--- config.mk ---
export PLATFORM = sky130hd
export DESIGN_NAME = mem_access_stage
export DESIGN_NICKNAME = d
export VERILOG_FILES = /design/src/rtl/mem_stage_pkg.sv /design/src/rtl/mem_wb_reg.sv /design/src/rtl/mem_access_stage.sv
export SDC_FILE = /design/constraint.sdc
export NUM_CORES = 1
export LEC_CHECK = 0
export BUFFER_PORTS_ARGS = -buffer_cell sky130_fd_sc_hd__buf_2
export CAP_MARGIN = 20
export CORE_MARGIN = 10
export CORE_UTILIZATION = 49
export CTS_BUF_LIST = sky130_fd_sc_hd__clkbuf_8
export DETAILED_ROUTE_END_ITERATION = 12
export GPL_ROUTABILITY_DRIVEN = 0
export PLACE_DENSITY = 0.82
export SLEW_MARGIN = 10
export SYNTH_ARGS = -nofsm -noshare
export SYNTH_HDL_FRONTEND = slang
export SYNTH_SLANG_ARGS = --single-unit
--- constraint.sdc ---
create_clock -name clk_i -period 2.5 [get_ports clk_i]
set_clock_uncertainty 0.2 [all_clocks]
set_input_delay 0.75 -clock clk_i [delete_from_list [all_inputs] [get_ports clk_i]]
set_output_delay 0.75 -clock clk_i [all_outputs]
set_load 0.05 [all_outputs]
--- src/rtl/mem_stage_pkg.sv ---
// Shared types and constants for the MEM stage: FSM states, WB control bit
// positions and default widths.
package mem_stage_pkg;

  typedef enum logic {
    IDLE = 1'b0,
    WAIT = 1'b1
  } state_e;

  localparam int WB_REGWRITE = 0;
  localparam int WB_MEMTOREG = 1;

  localparam int DEF_TIMEOUT = 255;
  localparam int DEF_ADDR_W  = 32;
  localparam int DEF_DATA_W  = 32;
  localparam int RD_W        = 5;

endpackage

--- src/rtl/mem_wb_reg.sv ---
// MEM/WB pipeline register: loads when the stage advances, otherwise injects a
// bubble by clearing the write-back controls while holding the datapath fields.
module mem_wb_reg
  import mem_stage_pkg::*;
#(
  parameter int DATA_W = DEF_DATA_W
) (
  input  logic              clk_i,
  input  logic              rst_i,
  input  logic              load_i,
  input  logic [1:0]        wb_i,
  input  logic [RD_W-1:0]   rd_i,
  input  logic [DATA_W-1:0] alu_i,
  input  logic              mem_en_i,
  input  logic [DATA_W-1:0] mem_i,
  output logic              reg_write_o,
  output logic              mem_to_reg_o,
  output logic [RD_W-1:0]   rd_o,
  output logic [DATA_W-1:0] alu_o,
  output logic [DATA_W-1:0] memdata_o
);

  always_ff @(posedge clk_i or negedge rst_i) begin
    if (!rst_i) begin
      reg_write_o  <= 1'b0;
      mem_to_reg_o <= 1'b0;
      rd_o         <= '0;
      alu_o        <= '0;
      memdata_o    <= '0;
    end else if (load_i) begin
      reg_write_o  <= wb_i[WB_REGWRITE];
      mem_to_reg_o <= wb_i[WB_MEMTOREG];
      rd_o         <= rd_i;
      alu_o        <= alu_i;
      if (mem_en_i) begin
        memdata_o <= mem_i;
      end
    end else begin
      reg_write_o  <= 1'b0;
      mem_to_reg_o <= 1'b0;
    end
  end

endmodule

--- src/rtl/mem_access_stage.sv ---
// MEM pipeline stage: issues one req/ack data-memory access per load/store,
// stalls upstream until it completes (or times out), and feeds WB.
module mem_access_stage
  import mem_stage_pkg::*;
#(
  parameter int TIMEOUT = DEF_TIMEOUT,
  parameter int ADDR_W  = DEF_ADDR_W,
  parameter int DATA_W  = DEF_DATA_W
) (
  input  logic              clk_i,
  input  logic              rst_i,
  input  logic [1:0]        WB_i,
  input  logic              MemRead_i,
  input  logic              MemWrite_i,
  input  logic [RD_W-1:0]   RDaddr_i,
  input  logic [DATA_W-1:0] ALUdata_i,
  input  logic [DATA_W-1:0] data_i,
  output logic              stall_o,
  output logic              mem_req_o,
  output logic              mem_we_o,
  output logic [ADDR_W-1:0] mem_addr_o,
  output logic [DATA_W-1:0] mem_wdata_o,
  input  logic              mem_ack_i,
  input  logic [DATA_W-1:0] mem_rdata_i,
  output logic              RegWrite_o,
  output logic              MemtoReg_o,
  output logic [RD_W-1:0]   RDaddr_o,
  output logic [DATA_W-1:0] ALUdata_o,
  output logic [DATA_W-1:0] memdata_o,
  output logic [DATA_W-1:0] wbdata_o,
  output logic              err_o
);

  localparam int CNT_W = (TIMEOUT > 1) ? $clog2(TIMEOUT) : 1;
  localparam bit TO_EN = (TIMEOUT != 0);
  localparam logic [CNT_W-1:0] CNT_LAST = CNT_W'((TIMEOUT > 0) ? TIMEOUT - 1 : 0);

  state_e           state_q;
  state_e           state_d;
  logic [CNT_W-1:0] cnt_q;
  logic             access;
  logic             done;
  logic             timeout_hit;
  logic             mem_en;
  logic [DATA_W-1:0] mem_val;

  assign access = MemRead_i | MemWrite_i;

  always_ff @(posedge clk_i or negedge rst_i) begin
    if (!rst_i) begin
      state_q <= IDLE;
    end else begin
      state_q <= state_d;
    end
  end

  always_comb begin
    state_d = state_q;
    unique case (state_q)
      IDLE:    if (access) state_d = WAIT;
      WAIT:    if (done)   state_d = IDLE;
      default: state_d = IDLE;
    endcase
  end

  // An ack always wins over the timeout in the same cycle.
  always_comb begin
    timeout_hit = TO_EN && (state_q == WAIT) && (cnt_q == CNT_LAST) && !mem_ack_i;
    done        = (state_q == WAIT) && (mem_ack_i || timeout_hit);
    stall_o     = access && !done;
  end

  // Request and its address/data are captured in IDLE and frozen through WAIT.
  always_ff @(posedge clk_i or negedge rst_i) begin
    if (!rst_i) begin
      mem_req_o   <= 1'b0;
      mem_we_o    <= 1'b0;
      mem_addr_o  <= '0;
      mem_wdata_o <= '0;
      cnt_q       <= '0;
      err_o       <= 1'b0;
    end else begin
      unique case (state_q)
        IDLE: begin
          if (access) begin
            mem_req_o   <= 1'b1;
            mem_we_o    <= MemWrite_i;
            mem_addr_o  <= ADDR_W'(ALUdata_i);
            mem_wdata_o <= data_i;
            cnt_q       <= '0;
          end
        end
        WAIT: begin
          cnt_q <= cnt_q + CNT_W'(1);
          if (done) begin
            mem_req_o <= 1'b0;
          end
          if (timeout_hit) begin
            err_o <= 1'b1;
          end
        end
        default: ;
      endcase
    end
  end

  assign mem_en  = done && !mem_we_o;
  assign mem_val = timeout_hit ? '0 : mem_rdata_i;

  mem_wb_reg #(
    .DATA_W(DATA_W)
  ) u_mem_wb_reg (
    .clk_i       (clk_i),
    .rst_i       (rst_i),
    .load_i      (!stall_o),
    .wb_i        (WB_i),
    .rd_i        (RDaddr_i),
    .alu_i       (ALUdata_i),
    .mem_en_i    (mem_en),
    .mem_i       (mem_val),
    .reg_write_o (RegWrite_o),
    .mem_to_reg_o(MemtoReg_o),
    .rd_o        (RDaddr_o),
    .alu_o       (ALUdata_o),
    .memdata_o   (memdata_o)
  );

  assign wbdata_o = MemtoReg_o ? memdata_o : ALUdata_o;

endmodule

==> results.json, run 1 <==
{
  "outcome": "complete, but fails checks",
  "violations": "negative setup slack",
  "drtPass1Iterations": 5,
  "cts.sinks": 147,
  "synth_edf_count": 0,
  "yosys.area.top_type": "dfrtp_1",
  "fill_cells": 864,
  "fin_ws_ns": -0.0794,
  "gr-usage-all-layers": 0.216,
  "fin_crit_sh": 1.03,
  "drtIter0Drc": 322,
  "crit_chain": "buf_6 > buf_6 > mux2_4 > buf_8",
  "syn_nets": 560,
  "numCtsBuffers": 17,
  "min_path_type": "input port to asynchronous set/reset pin",
  "yosys-top-cells-area": "dfrtp_1 (58%), mux2_2 (16%), mux2_4 (7.1%)",
  "vias": 4876,
  "cts.clk_slew.worst_paths_ns": 0.08,
  "port_buffers": 278,
  "power.density_nw_per_um2": 1440,
  "critPathKind": "flop to output port",
  "die_height_um": 134,
  "setup_violations": 31,
  "grt_first_pass_wirelength_um": 30700,
  "clk_latency_ns": 0.44,
  "yosysWarningCount": 0,
  "dp.cells": 887,
  "detail-route-antenna-nets": 0,
  "die_x_um": 134,
  "grt.overflow.total": 0,
  "yosys.cell_types.count": 31,
  "cp.arrival_ns": 1.63,
  "drt-total-wl_um": 19800,
  "row_count": 41,
  "nNetsFinal": 852,
  "rr_startpoint": "cnt_q[0]$_DFFE_PN0P_",
  "worstPathRequired_ns": 1.55,
  "layout_min_cycle_time_ns": 2.58,
  "grt_antenna_before_repair": 0,
  "initial_utilization": 0.502,
  "ys.flop_type": "dfrtp_1",
  "slew_headroom": 0.567,
  "ys_seq_elements": 147,
  "fmax_mhz": 388,
  "yosysSeqAreaShare": 0.578,
  "netlist.area_leader.share": 0.578,
  "vias_per_cell": 5.26,
  "routedWlPerCell_um": 21.4,
  "tightest_slew_ns": 0.649,
  "drc": 0,
  "dp_hpwl_um": 14500,
  "grt_pass1_vias": 5468,
  "synthArstFlopShare": 1.00,
  "critPathTopFamily": "flip-flops",
  "clk_root_buffer_cell": "clkbuf_8",
  "die_area_sq_um": 17900,
  "r2r_cells": 7,
  "critPathSlowestCell": "dfrtp_2",
  "drive_gt1_frac": 0.616,
  "power_mw": 12.7,
  "cp_max_fo": 6,
  "leakage_nw": 4.40,
  "cp_common_cell": "buf_6",
  "io_pins": 279,
  "dp_worst_setup_slack_ns": 0.105,
  "r2r-end": "u_mem_wb_reg.alu_o[15]$_DFFE_PN0N_",
  "netlist_instances": 450,
  "h-tree-depth": 4,
  "syn_avg_cell_area_sq_um": 14.1,
  "cts_max_path_buffers": 2,
  "rsz0062_at_grt": "yes",
  "cts_tree": "yes",
  "r2r_setup_slack_ns": 0.31,
  "areaGrowthSynthToFinish_pct": 38.3,
  "cp-end-kind": "output port",
  "finalHoldWorstSlack_ns": 0.0839,
  "slowest_delay_ns": 0.48,
  "synthesis.area_sq_um": 6360,
  "startpoint_type": "flop",
  "cap_violations": 0,
  "drv_slew": 0,
  "grt_max_degree": 84,
  "core_sq_um": 12700,
  "ir_drop_v": 0.000723,
  "finalHoldViolCount": 0,
  "fin_cells": 927,
  "antenna_cells": 0,
  "fin_util": 0.694,
  "crit_buf_inv": 3
}
-- area by class of cell --
| class | instances | area, sq um | share of cell area |
|---|---|---|---|
| Sequential cell | 147 | 3680 | 0.419 |
| Multi-Input combinational cell | 240 | 2430 | 0.276 |
| Timing Repair Buffer | 299 | 1880 | 0.214 |
| Clock buffer | 17 | 234 | 0.0266 |
| Clock inverter | 15 | 215 | 0.0245 |
| Tap cell | 172 | 215 | 0.0245 |
| Inverter | 37 | 139 | 0.0158 |
-- kinds of logic (layout without fill, tap and decap cells) --
group,Yosys count,count (layout),synth area share
AOI/OAI and AO/OA,79,79,0.0828
xor gates and xnor gates,2,2,0.00275
adders and majority gates,2,2,0.00393
buffers and inverters,63,368,0.0517
DFF,147,147,0.578
muxes,137,137,0.260
and+or+nand+nor,20,20,0.0207
-- Yosys cell counts, drive strengths merged, types with 2 or more instances --
cell type and n:
mux2 134, mux2i 3, o211ai 2, ha 2
nand2 8, o31ai 3, dfrtp 147, o21bai 2
o21ai 36, xor2 2, nand3 3, nand4 3
and2 2, clkbuf 8, inv 37, a22oi 32
buf 18
-- metal layers --
layer  track usage  wire, um  part of all wire  up-vias
met4        0.0744       413             0.021        0
met5             0         0                 0        -
met1         0.237      7410              0.37     2423
met2         0.378     10300              0.52      243
li1              -         -                 -     2177
met3        0.0784      1710             0.086       33
-- sequential cells by signal (all words and copies together), names as in the netlist, 5 cells and up --
signal	count
u_mem_wb_reg.memdata_o	32
mem_addr_o	32
u_mem_wb_reg.alu_o	32
cnt_q	8
mem_wdata_o	32
u_mem_wb_reg.rd_o	5
-- cell usage in the layout, fill, tap and decap left out, types with 10 or more instances in the layout --
cell type	count
buf_2	243
dfrtp_1	145
mux2_2	80
mux2_4	47
inv_1	38
o21ai_0	35
a22oi_1	32
buf_6	26
clkbuf_8	17
buf_4	14
buf_8	10
-- worst reg2reg max path, cell delays in order (launching register included) --
cell and delay (ns):
dfrtp_1 0.39, inv_1 0.06, ha_2 0.19, nand4_4 0.10
o221ai_4 0.19, buf_4 0.34, buf_12 0.27, mux2_4 0.35
-- worst max-delay path by stage --
| stage | start | end | cells past startpoint | slack (ns) |
|---|---|---|---|---|
| after detailed placement | mem_ack_i | stall_o | 5 | 0.11 |
| final | u_mem_wb_reg.mem_to_reg_o$_DFF_PN0_ | wbdata_o[19] | 4 | -0.08 |
| after floorplan | u_mem_wb_reg.mem_to_reg_o$_DFF_PN0_ | wbdata_o[25] | 3 | 0.08 |
| after global routing | u_mem_wb_reg.mem_to_reg_o$_DFF_PN0_ | wbdata_o[22] | 4 | -0.14 |
| after global placement | mem_ack_i | stall_o | 5 | 0.13 |
| after CTS | u_mem_wb_reg.mem_to_reg_o$_DFF_PN0_ | wbdata_o[11] | 4 | -0.15 |
-- power breakdown --
part           internal (mW)  leakage [nW]  switching, mW  total (mW)
Sequential              3.17          1.69          0.687        3.86
Combinational           2.03          2.49           4.73        6.76
Clock                   1.18         0.221          0.902        2.08
-- metrics by stage --
stage                     area [sq um]  TNS, ns
after floorplan                   6360        0
after global placement            7960        0
after detailed placement          7970        0
after CTS                         8680    -3.41
after global routing              8790    -3.33
final                             8790    -1.22
-- repair_timing --
item / CTS / global route
endpoints found under the setup margin: 32 / 33
buffers inserted: 8 / 0
pin swaps: 1 / 1
hold buffers: 0 / 0
cloned: 1 / 0
gates resized for setup: 58 / 48
Power figures use the tool's default switching activity.
==> run 2, diff against run 1 <==
- RECOVER_POWER: default -> 50
==> results.json, run 2 (synthesis gave the netlist of run 1 again) <==
{
  "clk_latency_ns": 0.44,
  "cp_common_cell": "buf_6",
  "whs_endpoint": "err_o$_DFFE_PN0P_",
  "power_frac_comb": 0.531,
  "drtIter0Drc": 305,
  "slowest_delay_ns": 0.48,
  "drc": 0,
  "dp_worst_setup_slack_ns": 0.105,
  "clk_root_buffer_cell": "clkbuf_8",
  "critPathSlowestCell": "dfrtp_2",
  "rr_startpoint": "cnt_q[0]$_DFFE_PN0P_",
  "crit_buf_inv": 3,
  "fin_ws_ns": -0.0765,
  "fin_cells": 927,
  "grt.overflow.total": 0,
  "layout_min_cycle_time_ns": 2.58,
  "io_pins": 279,
  "dp_hpwl_um": 14500,
  "cts.sinks": 147,
  "row_count": 41,
  "r2r_setup_slack_ns": 0.10,
  "final_cell_mix": "buf_2 (242), dfrtp_1 (145), mux2_2 (80)",
  "routedWlPerCell_um": 21.3,
  "grt_max_degree": 84,
  "cp_max_fo": 6,
  "ir_drop_v": 0.000722,
  "antenna_cells": 0,
  "critPathKind": "flop to output port",
  "cp.arrival_ns": 1.63,
  "drv_slew": 65,
  "grt_pass1_vias": 5468,
  "tns_ns": -1.16,
  "worstSetupStartpoint": "u_mem_wb_reg.mem_to_reg_o$_DFF_PN0_",
  "areaGrowthSynthToFinish_pct": 37.1,
  "vias": 4838,
  "dp.cells": 887,
  "detail-route-antenna-nets": 0,
  "cts_tree": "yes",
  "worstHoldPathCells": 2,
  "min_path_type": "flop to flop",
  "r2r-end": "u_mem_wb_reg.alu_o[15]$_DFFE_PN0N_",
  "drive_gt1_frac": 0.609,
  "p_switching_mw": 6.31,
  "fmax_mhz": 388,
  "initial_utilization": 0.502,
  "design_area_sq_um": 8720,
  "fin_util": 0.688,
  "cts.clk_slew.worst_paths_ns": 0.08,
  "cp.depth": 4,
  "setup_violations": 31,
  "power.density_nw_per_um2": 1450,
  "die_x_um": 134,
  "post_dp_cell_area_sq_um": 7970,
  "h-tree-depth": 4,
  "final_common_cell": "buf_2",
  "port_buffers": 278,
  "finalHoldViolCount": 0,
  "p_int_mw": 6.35,
  "r2r_cells": 7,
  "leakage_nw": 4.37,
  "nNetsFinal": 852,
  "cap_violations": 1,
  "cts_max_path_buffers": 2,
  "die_height_um": 134,
  "grt_antenna_before_repair": 0,
  "violations": "max-capacitance violations, max-slew violations, negative setup slack",
  "worstPathRequired_ns": 1.55,
  "pwr-share-clk": 0.165,
  "numCtsBuffers": 17,
  "die_area_sq_um": 17900,
  "drt-total-wl_um": 19800,
  "swShare": 0.498,
  "outcome": "complete, but fails checks",
  "rsz0062_at_grt": "yes",
  "gr-usage-all-layers": 0.216,
  "crit_chain": "buf_6 > buf_6 > mux2_4 > buf_8",
  "tightest_slew_ns": 1.53,
  "slew_headroom": -0.0222,
  "cp-end-kind": "output port",
  "p_seq_frac": 0.304,
  "startpoint_type": "flop",
  "hold_start": "err_o$_DFFE_PN0P_",
  "drtPass1Iterations": 5,
  "vias_per_cell": 5.22,
  "critPathTopFamily": "flip-flops",
  "grt_first_pass_wirelength_um": 30700,
  "fin_crit_sh": 1.03,
  "core_sq_um": 12700
}
[run 2: layer usage]
layer	wire, um	up-vias	GRT usage	share of wire
met2	10300	227	0.378	0.52
met1	7210	2409	0.237	0.37
li1	-	2173	-	-
met4	378	0	0.0744	0.019
met3	1820	29	0.0784	0.092
met5	0	-	0	0
[run 2: power groups by stage]
stage                     logic (mW)  registers [mW]  clock network, mW
after floorplan                 2.13            6.44                  0
after global placement          6.26            3.80                  0
after detailed placement        6.37            3.88                  0
after CTS                       6.65            3.83               2.13
after global routing            7.03            3.96               2.24
final                           6.73            3.86               2.08
[run 2: worst max path at each step]
stage,endpoint,slack [ns]
2_1_floorplan,wbdata_o[25],0.08
6_report,wbdata_o[22],-0.08
3_3_place_gp,stall_o,0.13
4_1_cts,wbdata_o[11],-0.15
3_5_place_dp,stall_o,0.11
5_1_grt,wbdata_o[22],-0.14
[run 2: stage by stage]
step | total power, mW | hold slack [ns]
2_1_floorplan | 8.58 | 0.254
3_3_place_gp | 10.1 | 0.252
3_5_place_dp | 10.2 | 0.254
4_1_cts | 12.6 | 0.0787
5_1_grt | 13.2 | 0.294
6_report | 12.7 | 0.274
[run 2: final cells by class]
class / count / area (sq um)
clock buffers: 17 / 234
clock inverters: 15 / 215
multi-input cells: 240 / 2410
inverters: 37 / 139
repair buffers: 299 / 1820
well taps: 172 / 215
fillers: 874 / 3950
flip-flops and latches: 147 / 3680
[run 2: timing repair]
action | CTS | global route
hold buffers | 0 | 0
endpoints found under the setup margin | 32 | 33
resized for setup | 58 | 48
buffers inserted | 8 | 0
pin swaps | 1 | 1
gates cloned | 1 | 0
[run 2: worst reg2reg max path: cells and delay by family (launching register included)]
family | cells | cell delay [ns]
fa+ha+maj | 1 | 0.19
flops | 1 | 0.39
compound gates | 1 | 0.18
mux | 1 | 0.35
simple gates | 1 | 0.11
buf+inv | 3 | 0.88
